===== src/rtl/seg_scan_driver.sv =====
// seg_scan_driver: time-multiplexed scan driver for a multi-digit 7-segment display.
// It presents one nibble at a time to a downstream BCD/hex decoder. Each digit slot is a BLANK
// gap (all digits off, to prevent ghosting) followed by a SHOW period with that digit enabled.
// New values are written to a pending register and reach the display only at frame boundaries,
// so a frame never mixes old and new data.
//
// Ports:
//   clk         rising-edge clock
//   rst         synchronous reset, active-high
//   load        1-cycle strobe: capture value_in/dp_in into the pending register
//   value_in    packed nibbles, [3:0] = digit 0 (rightmost)
//   dp_in       decimal point per digit, bit i -> digit i
//   lz_blank    1: suppress leading zero digits (digit 0 is always shown)
//   nibble_out  nibble for the current digit (registered)
//   dp_out      decimal point for the current digit (registered)
//   dig_sel     digit enables, polarity set by DIG_ACTIVE_LOW (registered)
//   frame_start 1-cycle pulse on entry to digit 0's BLANK phase
module seg_scan_driver #(
  parameter int unsigned DIGITS         = 4,
  parameter int unsigned SCAN_DIV       = 12000,
  parameter int unsigned BLANK_CYC      = 16,
  parameter bit          DIG_ACTIVE_LOW = 1'b1
) (
  input  logic                  clk,
  input  logic                  rst,
  input  logic                  load,
  input  logic [4*DIGITS-1:0]   value_in,
  input  logic [DIGITS-1:0]     dp_in,
  input  logic                  lz_blank,
  output logic [3:0]            nibble_out,
  output logic                  dp_out,
  output logic [DIGITS-1:0]     dig_sel,
  output logic                  frame_start
);

  localparam int unsigned MaxCyc = (SCAN_DIV > BLANK_CYC) ? SCAN_DIV : BLANK_CYC;
  localparam int unsigned CntW   = (MaxCyc > 1) ? $clog2(MaxCyc) : 1;
  localparam int unsigned IdxW   = $clog2(DIGITS);

  localparam logic [CntW-1:0]   BlankLast = CntW'(BLANK_CYC - 1);
  localparam logic [CntW-1:0]   ShowLast  = CntW'(SCAN_DIV - 1);
  localparam logic [IdxW-1:0]   IdxLast   = IdxW'(DIGITS - 1);
  // All digits off; XOR with this also converts an active-high one-hot to the output polarity.
  localparam logic [DIGITS-1:0] SelOff    = {DIGITS{DIG_ACTIVE_LOW}};

  typedef enum logic [0:0] {StBlank, StShow} state_e;

  state_e                state_q, state_d;
  logic [CntW-1:0]       cnt_q, cnt_d;
  logic [IdxW-1:0]       idx_q, idx_d;
  logic [4*DIGITS-1:0]   disp_q, disp_d;
  logic [DIGITS-1:0]     disp_dp_q, disp_dp_d;
  logic [4*DIGITS-1:0]   pend_q, pend_d;
  logic [DIGITS-1:0]     pend_dp_q, pend_dp_d;
  logic                  pend_vld_q, pend_vld_d;
  logic [3:0]            nibble_q, nibble_d;
  logic                  dp_q, dp_d;
  logic [DIGITS-1:0]     sel_q, sel_d;
  logic                  fs_q, fs_d;

  // lz_mask[i] is set when digit i and every digit above it are zero (never for digit 0).
  logic [DIGITS-1:0]     lz_mask;
  logic                  lz_all_zero;
  logic [DIGITS-1:0]     sel_on;

  always_comb begin
    lz_all_zero = 1'b1;
    lz_mask     = '0;
    for (int i = DIGITS - 1; i >= 0; i--) begin
      lz_all_zero = lz_all_zero & (disp_q[4*i +: 4] == 4'h0);
      lz_mask[i]  = lz_all_zero & (i != 0);
    end
  end

  assign sel_on = (DIGITS'(1) << idx_q) ^ SelOff;

  always_comb begin
    state_d    = state_q;
    cnt_d      = cnt_q + CntW'(1);
    idx_d      = idx_q;
    disp_d     = disp_q;
    disp_dp_d  = disp_dp_q;
    pend_d     = pend_q;
    pend_dp_d  = pend_dp_q;
    pend_vld_d = pend_vld_q;
    nibble_d   = nibble_q;
    dp_d       = dp_q;
    sel_d      = sel_q;
    fs_d       = 1'b0;

    unique case (state_q)
      StBlank: begin
        if (cnt_q == BlankLast) begin
          state_d = StShow;
          cnt_d   = '0;
          // lz_blank is taken once here and the enable is held for the whole SHOW phase.
          sel_d   = (lz_blank && lz_mask[idx_q]) ? SelOff : sel_on;
        end
      end
      StShow: begin
        if (cnt_q == ShowLast) begin
          state_d = StBlank;
          cnt_d   = '0;
          sel_d   = SelOff;
          if (idx_q == IdxLast) begin
            idx_d = '0;
            fs_d  = 1'b1;
            if (pend_vld_q) begin
              disp_d     = pend_q;
              disp_dp_d  = pend_dp_q;
              pend_vld_d = 1'b0;
            end
          end else begin
            idx_d = idx_q + IdxW'(1);
          end
          // Data for the next digit comes out at the start of its BLANK gap; on a wrap this
          // already reflects the freshly committed value.
          nibble_d = disp_d[{idx_d, 2'b00} +: 4];
          dp_d     = disp_dp_d[idx_d];
        end
      end
      default: begin
        state_d = StBlank;
        cnt_d   = '0;
      end
    endcase

    // A load coinciding with a commit stays pending; the commit above used the old pending data.
    if (load) begin
      pend_d     = value_in;
      pend_dp_d  = dp_in;
      pend_vld_d = 1'b1;
    end
  end

  always_ff @(posedge clk) begin
    if (rst) begin
      state_q    <= StBlank;
      cnt_q      <= '0;
      idx_q      <= '0;
      disp_q     <= '0;
      disp_dp_q  <= '0;
      pend_q     <= '0;
      pend_dp_q  <= '0;
      pend_vld_q <= 1'b0;
      nibble_q   <= 4'h0;
      dp_q       <= 1'b0;
      sel_q      <= SelOff;
      fs_q       <= 1'b0;
    end else begin
      state_q    <= state_d;
      cnt_q      <= cnt_d;
      idx_q      <= idx_d;
      disp_q     <= disp_d;
      disp_dp_q  <= disp_dp_d;
      pend_q     <= pend_d;
      pend_dp_q  <= pend_dp_d;
      pend_vld_q <= pend_vld_d;
      nibble_q   <= nibble_d;
      dp_q       <= dp_d;
      sel_q      <= sel_d;
      fs_q       <= fs_d;
    end
  end

  assign nibble_out  = nibble_q;
  assign dp_out      = dp_q;
  assign dig_sel     = sel_q;
  assign frame_start = fs_q;

endmodule

===== config.mk =====
export PLATFORM = sky130hd
export DESIGN_NAME = seg_scan_driver
export DESIGN_NICKNAME = d
export VERILOG_FILES = /design/src/rtl/seg_scan_driver.sv
export SDC_FILE = /design/constraint.sdc
export NUM_CORES = 1
export LEC_CHECK = 0
export BUFFER_PORTS_ARGS = -buffer_cell sky130_fd_sc_hd__buf_2
export CORE_ASPECT_RATIO = 0.8
export CORE_MARGIN = 10
export CORE_UTILIZATION = 50
export CTS_CLUSTER_SIZE = 12
export DETAILED_ROUTE_END_ITERATION = 8
export HOLD_SLACK_MARGIN = 0.15
export PLACE_DENSITY = 0.81
export SETUP_SLACK_MARGIN = 0.05
export SLEW_MARGIN = 20
export SYNTH_ARGS = -nofsm -noshare
export SYNTH_HDL_FRONTEND = slang
export SYNTH_SLANG_ARGS = --single-unit

===== constraint.sdc =====
create_clock -name clk -period 6.2 [get_ports clk]
set_input_delay 0 -clock clk [delete_from_list [all_inputs] [get_ports clk]]
set_output_delay 0 -clock clk [all_outputs]
set_load 0.02 [all_outputs]

==> impl_results.md, run 1 <==
- Status: completed
- Worst rel slew slack: about a third
- Initial Util: between 50 and 60%
- TritonCTS buffer count: 9
- Hold Path Cell Cnt: 5
- Tmin final: approximately 2.4 ns
- #FFs+latches synth: between 60 and 70
- Synth top area share: 46.1%
- Wire length per cell: 14.7 µm
- Cell depth of the worst setup path: 5
- Placer Congestion: 0.869
- Synth area leaders: dfxtp_1, mux2i_1, nor2_1
- Register area share after synthesis: a little under half
- Cell Chain, Critical Path: ha_1 > nand4_1 > buf_4 > mux2i_1 > nor2_1
- Reg2reg path depth: 5
- Hold_buf cts: 20
- Synth cell types: 36
- Sum of buffers and inverters on the critical path: 1
- Residual DRC count: 0
- CP arrival: 2.63 ns
- Synth area leader: dfxtp_1
- Top-count cell post-synth: nor2_1
- CTS resizes: 0
- CTS tree: yes
- Worst setup EP type: flip-flop
- Gate Count Post-Synth: approximately 320
- Data required, critical path: 6.40 ns
- Avg Inst Size Synth: 9.17 µm²
- CTS Root Cell: clkbuf_8
- Diode count: 0
- Global-route wire length before repair: between 10000 and 15000 µm
- Chip Width: ~110 µm
- Router iterations before antenna repair: 4
- Antenna-violating nets left: 0
- Grt total ovfl: 0
- Tot GR Track Use: about 15%
- Critical Path Start Type: flip-flop
- Worst Hold Class: in2reg
- Least-Margin Pin Slew: slightly below 1 ns
- Post-synthesis async set-or-reset flop share: 0%
- Fin. Hold Viols: 0
- Post-synth top flop: dfxtp_1
- Synthesized area: 0.00295 mm²
- Area grow syn2layout: 19.9%
- Core area: ~0.0056 mm²
- Yosys warnings: 0
- WS Path Type: reg2reg
- IO Pins: 34
- Clock-pin transition on the worst setup and hold timing paths: ~0.070 ns
- Number of vias in the routed layout: roughly 2400
- H-tree lvl count: 3
- Peak fanout along the critical path: 17
- Maximum buffer depth of the clock tree: 2
- Post-CTS Setup Inserts: 0
- Final setup viols: 0
- Port-buffer cells: 33
- VDD IR max: roughly 0.00017 V
- Power density over cell area: about 250 mW/mm²
- DP Cell Count: roughly 420
- Hpwl dp: roughly 4500 µm
- TNS Setup: 0 ns
- Fin. max-slew vios: 0
- Final period utilization: 39.2%
- Crit-path slowest cell: dfxtp_1
- Initial antenna violation count: 0
- Nets: 397
- Largest net degree at the start of global routing: between 50 and 60
- # rows: 24
- Post-synth top cells: nor2_1, dfxtp_1, mux2i_1, clkbuf_1, inv_1
- DR iter-0 viols: around 140
- Vias in the first global route: 2322
- Non-Filler Instances: 450
- Share of cells above drive strength 1: about 13%
- Full die area: approximately 0.0094 mm²
- RSZ-0062 raised after global routing: no
- Synthesized Nets: around 350
- Final Skew: 0.00670 ns
- Vias per cell: around 5.3
- Max-cap violations: 0
- Die Height: a little under 90 µm
- EDFF count, synth: 0
- Delay-heaviest family, CP: flip-flops
- Later-pin clock latency in the skew report: around 0.35 ns
- Max incr delay on CP: 0.65 ns
- Total Power: just under 900 µW
- Peak Freq: between 0.4 and 0.5 GHz
- Leak Pwr: ~0.0015 µW
- DRT Wirelength: about 6600 µm
- Clock Sink Count: just under 70
## routing by layer
metal,wire length [µm],track usage (%)
met5,0,0
met4,85,5.15
met2,2800,22.1
met1,3360,19.4
met3,369,4.79
## state kept, by name, summed over array words and instances, names as in the netlist
register / flops
disp_dp_q: 4
cnt_q: 14
state_q: 1
frame_start: 1
nibble_out: 4
dp_out: 1
dig_sel: 4
pend_q: 16
disp_q: 16
pend_dp_q: 4
pend_vld_q: 1
idx_q: 2
## where the power goes
| part | switching [µW] | internal (µW) |
|---|---|---|
| logic | 20.5 | 25.2 |
| registers | 8.94 | 447 |
| clock network | 154 | 217 |
| total | 184 | 689 |
## cells in the final DEF, fill, tap and decap left out, types with 2 or more instances in the layout
cell           synthesis  routed
nand3_1                8       8
or4_1                  2       2
clkbuf_8               0      12
nand2_1                7       7
and3_1                 3       3
o22ai_1                5       5
nor4b_1                3       3
mux2i_1               41      41
nor3_1                 7       7
buf_2                  2      33
dfxtp_1               68      68
nor2_1                75      75
o21ai_0                2       2
ha_1                   5       5
nand2b_1               3       3
nor4_1                 3       3
nand4_1                4       4
a311oi_1              10      10
a21oi_1                7       7
clkbuf_1              11       2
nor2b_1                6       6
a22oi_1                5       5
dlygate4sd3_1          0      20
xor2_1                 6       6
xnor2_1                6       6
inv_1                 11      11
o21bai_1               8       8
## logic make-up (layout without fill, tap and decap cells)
| logic type | Yosys count | count (layout) | share of synthesized area [%] |
|---|---|---|---|
| DFF | 68 | 68 | 46.1 |
| buffers and inverters | 30 | 80 | 4.28 |
| adders and majority gates | 5 | 5 | 2.12 |
| xor gates and xnor gates | 12 | 12 | 3.56 |
| and+or+nand+nor | 125 | 125 | 20.1 |
| AOI/OAI and AO/OA | 41 | 41 | 9.96 |
| muxes | 41 | 41 | 13.9 |
## worst paths after layout
check | start | end | slack (ns)
min reg2reg | cnt_q[0] | cnt_q[0] | 0.46
max reg2reg | idx_q[0] | disp_q[13] | 3.77
min | lz_blank | dig_sel[2] | 0.23
max | idx_q[0] | disp_q[13] | 3.77
## worst register-to-register path: cells and delay by family (launching register included)
family                     cells  cell delay [ns]
DFF                            1             0.65
adders and majority gates      1             0.61
and+or+nand+nor                2             0.47
buffers and inverters          1             0.36
muxes                          1             0.20
## final cells by class
cell class,instances,area [µm²]
clock inverters,1,30.0
multi-input cells,224,1460
clock buffers,14,173
well taps,78,97.6
repair buffers,54,373
fillers,463,2050
inverters,11,41.3
flip-flops and latches,68,1360
## metrics by stage
step	hold WS (ns)	setup slack, ns	util [%]	area [µm²]
after global placement	0.232	3.88	56.2	3140
after detailed placement	0.241	3.81	56.2	3140
after floorplan	0.147	4.11	-	2950
final	0.231	3.77	63.4	3540
after CTS	0.221	3.82	63.4	3540
after global routing	0.263	3.58	63.4	3540
Note: power is estimated with default switching activity, not from simulation.
==> run 2: changes to the inputs <==
--- a/config.mk
+++ b/config.mk
@@ -5,6 +5,7 @@
 export SDC_FILE = /design/constraint.sdc
 export NUM_CORES = 1
 export LEC_CHECK = 0
+export ABC_AREA = 1
 export BUFFER_PORTS_ARGS = -buffer_cell sky130_fd_sc_hd__buf_2
 export CORE_ASPECT_RATIO = 0.8
 export CORE_MARGIN = 10
@@ -12,7 +13,7 @@
 export CTS_CLUSTER_SIZE = 12
 export DETAILED_ROUTE_END_ITERATION = 8
 export HOLD_SLACK_MARGIN = 0.15
-export PLACE_DENSITY = 0.81
+export PLACE_DENSITY = 0.83
 export SETUP_SLACK_MARGIN = 0.05
 export SLEW_MARGIN = 20
 export SYNTH_ARGS = -nofsm -noshare
==> constraint.sdc (replaced) <==
create_clock -name clk -period 2.1 [get_ports clk]
set_input_delay 0 -clock clk [delete_from_list [all_inputs] [get_ports clk]]
set_output_delay 0 -clock clk [all_outputs]
set_load 0.02 [all_outputs]
==> run 2 against run 1 <==
Compared with the run above:
- clock-buffer cell count down 4
- cell count grew 51%
- critical path depth up 2
- final area up 21%
- die area is 14% higher
- non-clock buffer count grew 30
- utilization shrank 0.41 points
- hold slack better by 0.013 ns
- global-route usage increased by 3.4 points
- first-iteration DRC count rose by 140%
- largest power group unchanged
- highest routed layer unchanged
==> impl_results.md, run 2 <==
- Nets: 616 (+55%)
- Yosys warnings: 0 (unchanged)
- Status: completed
- Gate power share: 6.9% (+1.7 points)
- Post-synthesis async set-or-reset flop share: 0% (unchanged)
- TritonCTS buffer count: 9 (unchanged)
- Synth cell types: 31 (-14%)
- Clock-pin transition on the worst setup and hold timing paths: 0.07 ns (about the same)
- Clock Power Share: 42.0% (-0.5 points)
- Avg Inst Size Synth: 6.71 µm² (-27%)
- Post-synth top flop: dfxtp_1
- Sw Ratio: 24.2% (+3.1 points)
- Top-count cell post-synth: nand2_1
- #FFs+latches synth: 68 (unchanged)
- Synth top area share: 39.3% (-6.8 points)
- Placer Congestion: 0.893 (+2.7%)
- Gate Count Post-Synth: 516 (+60%)
- Post-CTS Setup Inserts: 0 (unchanged)
- Min Hold Slack: 0.244 ns (+0.0128 ns)
- Wire length per cell: 13.7 µm (-6.4%)
- CTS tree: yes
- NetSw: 638 µW (+250%)
- DR iter-0 viols: 324 (+140%)
- Vias per cell: 5.21 (-1.8%)
- Clock Sink Count: 68 (unchanged)
- Vias in the first global route: 3360 (+45%)
- Internal power: 2000 µW (+190%)
- VDD IR max: 0.000379 V (+130%)
- Initial antenna violation count: 0 (unchanged)
- Tot GR Track Use: 18.1% (+3.4 points)
- # rows: 27 (+13%)
- Pre-CTS setup slack: 0.211 ns (-3.60 ns)
- Later-pin clock latency in the skew report: 0.36 ns (about the same)
- CTS Root Cell: clkbuf_8
- Worst rel slew slack: 57.2% (+22 points)
- Critical Path Start: cnt_q[0]
- Number of vias in the routed layout: 3540 (+48%)
- Maximum buffer depth of the clock tree: 2 (unchanged)
- Data required, critical path: 2.39 ns (-4.01 ns)
- Share of cells above drive strength 1: 11.8% (-1.6 points)
- Peak fanout along the critical path: 21 (+4)
- Synthesized Nets: 545 (+55%)
- Fin. Hold Viols: 0 (unchanged)
- DRT Wirelength: 9340 µm (+41%)
- Commonest non-fill, non-tap cell in the layout: nand2_1
- Diode count: 0 (unchanged)
- DP Cell Count: 621 (+50%)
- Tmin final: 1.88 ns (-0.550 ns)
- Router iterations before antenna repair: 5 (+1)
- Port-buffer cells: 33 (unchanged)
- Final setup viols: 0 (unchanged)
- Reg power frac: 51.1% (-1.1 points)
- Synth area leaders: dfxtp_1, nand2_1, nor2_1
- Non-Filler Instances: 679 (+51%)
- Final Skew: 0.0123 ns (+0.00558 ns)
- Power density over cell area: 614 mW/mm² (+150%)
- TNS Setup: 0 ns (unchanged)
- Global-route wire length before repair: 15900 µm (+41%)
- Antenna-violating nets left: 0 (unchanged)
- Initial Util: 50.8% (-2.1 points)
- RSZ-0062 raised after global routing: no
- Hpwl dp: 5960 µm (+32%)
- Core area: 0.00682 mm² (+22%)
- Die Height: 94.5 µm (+6.5%)
- Worst setup EP type: flip-flop
- Largest registers: disp_q: 16 flops, pend_q: 16 flops, cnt_q: 14 flops
- Peak Freq: 0.532 GHz (+29%)
- Total Power: 2640 µW (+200%)
- Fin. max-slew vios: 0 (unchanged)
- Worst Hold Class: in2reg
- EDFF count, synth: 0 (unchanged)
- Grt total ovfl: 0 (unchanged)
- IO Pins: 34 (unchanged)
- Worst Hold Launch: lz_blank
- Residual DRC count: 0 (unchanged)
- Area grow syn2layout: 24.0%
- Least-Margin Pin Slew: 0.641 ns (-0.333 ns)
- H-tree lvl count: 3 (unchanged)
- Setup ws final: 0.220 ns (-3.55 ns)
- Leak Pwr: 0.00208 µW (+34%)
- Max-cap violations: 0 (unchanged)
- Synthesized area: 0.00346 mm² (+17%)
- Synth area leader: dfxtp_1
- WS Path Type: reg2reg
- Largest net degree at the start of global routing: 44 (-23%)
- Post-synth top cells: nand2_1, nor2_1, dfxtp_1, inv_1
- CP arrival: 2.17 ns (-0.46 ns)
- Commonest cells after routing, fill and taps aside: nand2_1, nor2_1, dfxtp_1, inv_1
- Chip Width: 113 µm (+6.8%)
- Critical Path Start Type: flip-flop
- Final period utilization: 89.5% (+50 points)
- Full die area: 0.0107 mm² (+14%)
- Register area share after synthesis: 39.3% (-6.8 points)
- RR Startpoint: cnt_q[0]
## run 2: routing by layer
metal | vias to the layer above | wire length [µm] | track usage [%]
met5 | - | 0 | 0
met4 | 0 | 194 | 8.23
met3 | 19 | 771 | 5.77
met2 | 126 | 4040 | 27.1
met1 | 1598 | 4330 | 23.3
li1 | 1797 | - | -
## run 2: cell families after synthesis
family	share of synthesized area (%)
adders and majority gates	1.81
AOI/OAI and AO/OA	8.78
buffers and inverters	10.3
DFF	39.3
and+or+nand+nor	37.3
xor gates and xnor gates	2.53
## run 2: area by class of cell
cell class	count	area (µm²)
Clock inverter	6	63.8
Multi-Input combinational cell	366	1760
Tap cell	87	109
Inverter	58	218
Fill cell	617	2530
Timing Repair Buffer	84	651
Sequential cell	68	1360
Clock buffer	10	138
## run 2: path summary, 6_finish.rpt
path                  end  slack (ns)  cells after the start
max          disp_dp_q[2]        0.22                      7
min            dig_sel[3]        0.24                      7
max reg2reg  disp_dp_q[2]        0.22                      7
min reg2reg      cnt_q[0]        0.46                      1
## run 2: through the flow
stage / area [µm²] / utilization, %
6_report: 4300 / 63.0
5_1_grt: 4300 / 63.0
4_1_cts: 4290 / 62.8
3_5_place_dp: 3670 / 53.9
3_3_place_gp: 3670 / 53.9
2_1_floorplan: 3460 / -
## run 2: what timing repair did
action / in CTS / in global routing
hold buffers: 41 / 0
gates resized for setup: 0 / 0
hold endpoints to repair: 26 / 0
endpoints found under the setup margin: 0 / 11
## run 2: power groups by stage
stage	Sequential [µW]	Combinational, µW	Clock, µW
6_report	1350	182	1110
5_1_grt	1350	203	1170
4_1_cts	1350	173	1130
3_5_place_dp	1380	107	0
3_3_place_gp	1370	104	0
2_1_floorplan	1370	67.5	0
## run 2: critical path: stages (launching register included)
cell and delay [ns]:
dfxtp_1 0.36, ha_1 0.21, nand4_1 0.26, nor2_4 0.26
nand3_2 0.39, nand2_1 0.17, inv_1 0.05, nor2_1 0.11
==> run 3: changes to the inputs <==
--- a/config.mk
+++ b/config.mk
@@ -7,7 +7,6 @@
 export LEC_CHECK = 0
 export ABC_AREA = 1
 export BUFFER_PORTS_ARGS = -buffer_cell sky130_fd_sc_hd__buf_2
-export CORE_ASPECT_RATIO = 0.8
 export CORE_MARGIN = 10
 export CORE_UTILIZATION = 50
 export CTS_CLUSTER_SIZE = 12
==> run 3 against run 2 <==
Compared with the run above:
- hold slack got worse by 0.0055 ns
- die area decreased by 0.20%
- sequential power about the same
- routed wire length down 3.7%
- cell count down 1.5%
- clock power is 4% lower
- critical path depth unchanged
- setup slack got worse by 0.0074 ns
- first-iteration DRC count shrank 31%
- via count decreased by 0.51%
- sequential share of layout area up 0.16 points
==> impl_results.md, run 3 (synthesis results as in run 2) <==
- Chip Width: 103 µm (-8.7%)
- Non-Filler Instances: 669 (-1.5%)
- GR peak layer: met2
- Later-pin clock latency in the skew report: 0.35 ns (about the same)
- Cell Chain, Critical Path: ha_1 > nand4_1 > nor2_4 > nand3_2 > nand2_1 > nand2_1 > nor2_1
- Global-route wire length before repair: 15400 µm (-3.3%)
- CTS resizes: 0 (unchanged)
- Gate power share: 7.0% (about the same)
- Least-Margin Pin Slew: 0.682 ns (+0.0413 ns)
- Residual DRC count: 0 (unchanged)
- Commonest cells after routing, fill and taps aside: nand2_1, nor2_1, dfxtp_1, inv_1
- CTS tree: yes
- Diode count: 0 (unchanged)
- CP arrival: 2.17 ns (about the same)
- Met2 usage: 29.0% (+1.9 points)
- Share of cells above drive strength 1: 11.2% (-0.62 points)
- Post-place instance area: 0.00366 mm² (-0.31%)
- Final Core Density: 63.3% (+0.31 points)
- Largest registers: disp_q: 16 flops, pend_q: 16 flops, cnt_q: 14 flops
- Clock-pin transition on the worst setup and hold timing paths: 0.07 ns (about the same)
- Crit-path slowest cell: nand3_2
- Sw Ratio: 23.3% (-0.91 points)
- Maximum buffer depth of the clock tree: 2 (unchanged)
- Internal power: 1990 µW (-0.25%)
- CTS Root Cell: clkbuf_8
- Antenna-violating nets left: 0 (unchanged)
- Commonest non-fill, non-tap cell in the layout: nand2_1
- Hpwl dp: 5600 µm (-6.0%)
- Initial Util: 51.3% (+0.51 points)
- Pre-CTS setup slack: 0.238 ns (+0.0262 ns)
- IO Pins: 34 (unchanged)
- Area grow syn2layout: 23.4%
- Router iterations before antenna repair: 5 (unchanged)
- Fin. Hold Viols: 0 (unchanged)
- Placer Congestion: 0.909 (+1.9%)
- H-tree lvl count: 3 (unchanged)
- Tmin final: 1.89 ns (+0.00745 ns)
- TNS Setup: 0 ns (unchanged)
- Clock Power Share: 41.2% (-0.8 points)
- Max-cap violations: 0 (unchanged)
- DP Cell Count: 612 (-1.4%)
- Peak Freq: 0.530 GHz (-0.39%)
- TritonCTS buffer count: 9 (unchanged)
- Final Skew: 0.0103 ns (-0.00198 ns)
- Max incr delay on CP: 0.42 ns (+0.03 ns)
- Die Height: 103 µm (+9.3%)
- Final period utilization: 89.9% (+0.35 points)
- DR iter-0 viols: 223 (-31%)
- Peak fanout along the critical path: 21 (unchanged)
- Nets: 614 (-0.32%)
- Grt total ovfl: 0 (unchanged)
- Reg power frac: 51.8% (+0.7 points)
- Clock Sink Count: 68 (unchanged)
- Met3 Track Usage GR: 6.25% (+0.48 points)
- Core area: 0.00676 mm² (-0.99%)
- Status: completed
- Final setup viols: 0 (unchanged)
- Vias per cell: 5.26 (+0.98%)
- NetSw: 605 µW (-5.1%)
- # rows: 30 (+11%)
- Data required, critical path: 2.38 ns (about the same)
- Final Instance Area: 0.00428 mm² (-0.50%)
- RSZ-0062 raised after global routing: no
- Fin. max-slew vios: 0 (unchanged)
- GR Util met1: 22.1% (-1.1 points)
- Power density over cell area: 608 mW/mm² (-0.95%)
- WS Path Type: reg2reg
- Setup ws final: 0.212 ns (-0.00745 ns)
- Largest net degree at the start of global routing: 50 (+14%)
- Full die area: 0.0107 mm² (-0.20%)
- Port-buffer cells: 33 (unchanged)
- DRT Wirelength: 8990 µm (-3.7%)
- VDD IR max: 0.000506 V (+33%)
- Number of vias in the routed layout: 3522 (-0.51%)
- Vias in the first global route: 3330 (-0.89%)
- Critical path's most frequent cell: nand2_1
- Critical Path Start Type: flip-flop
- Worst rel slew slack: 54.5% (-2.8 points)
- Worst Hold Class: in2reg
- Wire length per cell: 13.4 µm (-2.3%)
- Leak Pwr: 0.00207 µW (-0.42%)
- Initial antenna violation count: 0 (unchanged)
- Worst setup EP type: flip-flop
- Tot GR Track Use: 18.1% (-0.029 points)
==> run 3: metal layers <==
metal	part of all wire, %	wire [µm]	up-vias
met5	0	0	-
li1	-	-	1789
met1	44	3930	1596
met2	47	4260	124
met4	1.5	134	0
met3	7.4	666	13
==> run 3: final cells by class <==
cell class	count	area, µm²
repair buffers	82	648
multi-input cells	366	1760
fillers	588	2480
flip-flops and latches	68	1360
inverters	58	218
well taps	80	100
clock inverters	4	50.0
clock buffers	11	141
==> run 3: worst max-delay path: cells and delay by family, from the launching register on <==
family	cells	cell delay [ns]
adders and majority gates	1	0.21
and+or+nand+nor	6	1.25
DFF	1	0.35
==> run 3: path summary, 6_finish.rpt <==
kind | from | to | slack [ns] | depth (start not counted)
setup / recovery | cnt_q[0] | dp_out | 0.21 | 7
hold / removal | lz_blank | dig_sel[2] | 0.24 | 7
setup reg to reg | cnt_q[0] | dp_out | 0.21 | 7
hold reg to reg | cnt_q[0] | cnt_q[0] | 0.45 | 1
==> run 3: what timing repair did <==
action	4_1_cts	5_1_grt
endpoints found under the hold margin	26	0
hold buffers	41	0
setup buffers	0	0
endpoints found under the setup margin	0	6
==> run 3: power by group through the flow <==
| stage | logic (µW) | registers, µW | clock network, µW |
|---|---|---|---|
| floorplan | 67.5 | 1370 | 0 |
| global placement | 104 | 1370 | 0 |
| CTS | 172 | 1340 | 1090 |
| finish | 183 | 1350 | 1070 |
| detailed placement | 106 | 1370 | 0 |
| global route | 203 | 1350 | 1130 |
==> run 3: per-stage QoR <==
stage	hold WS (ns)	total power, µW
2_1_floorplan	0.0691	1430
3_3_place_gp	0.222	1480
3_5_place_dp	0.229	1480
4_1_cts	0.219	2610
5_1_grt	0.275	2690
6_report	0.238	2600
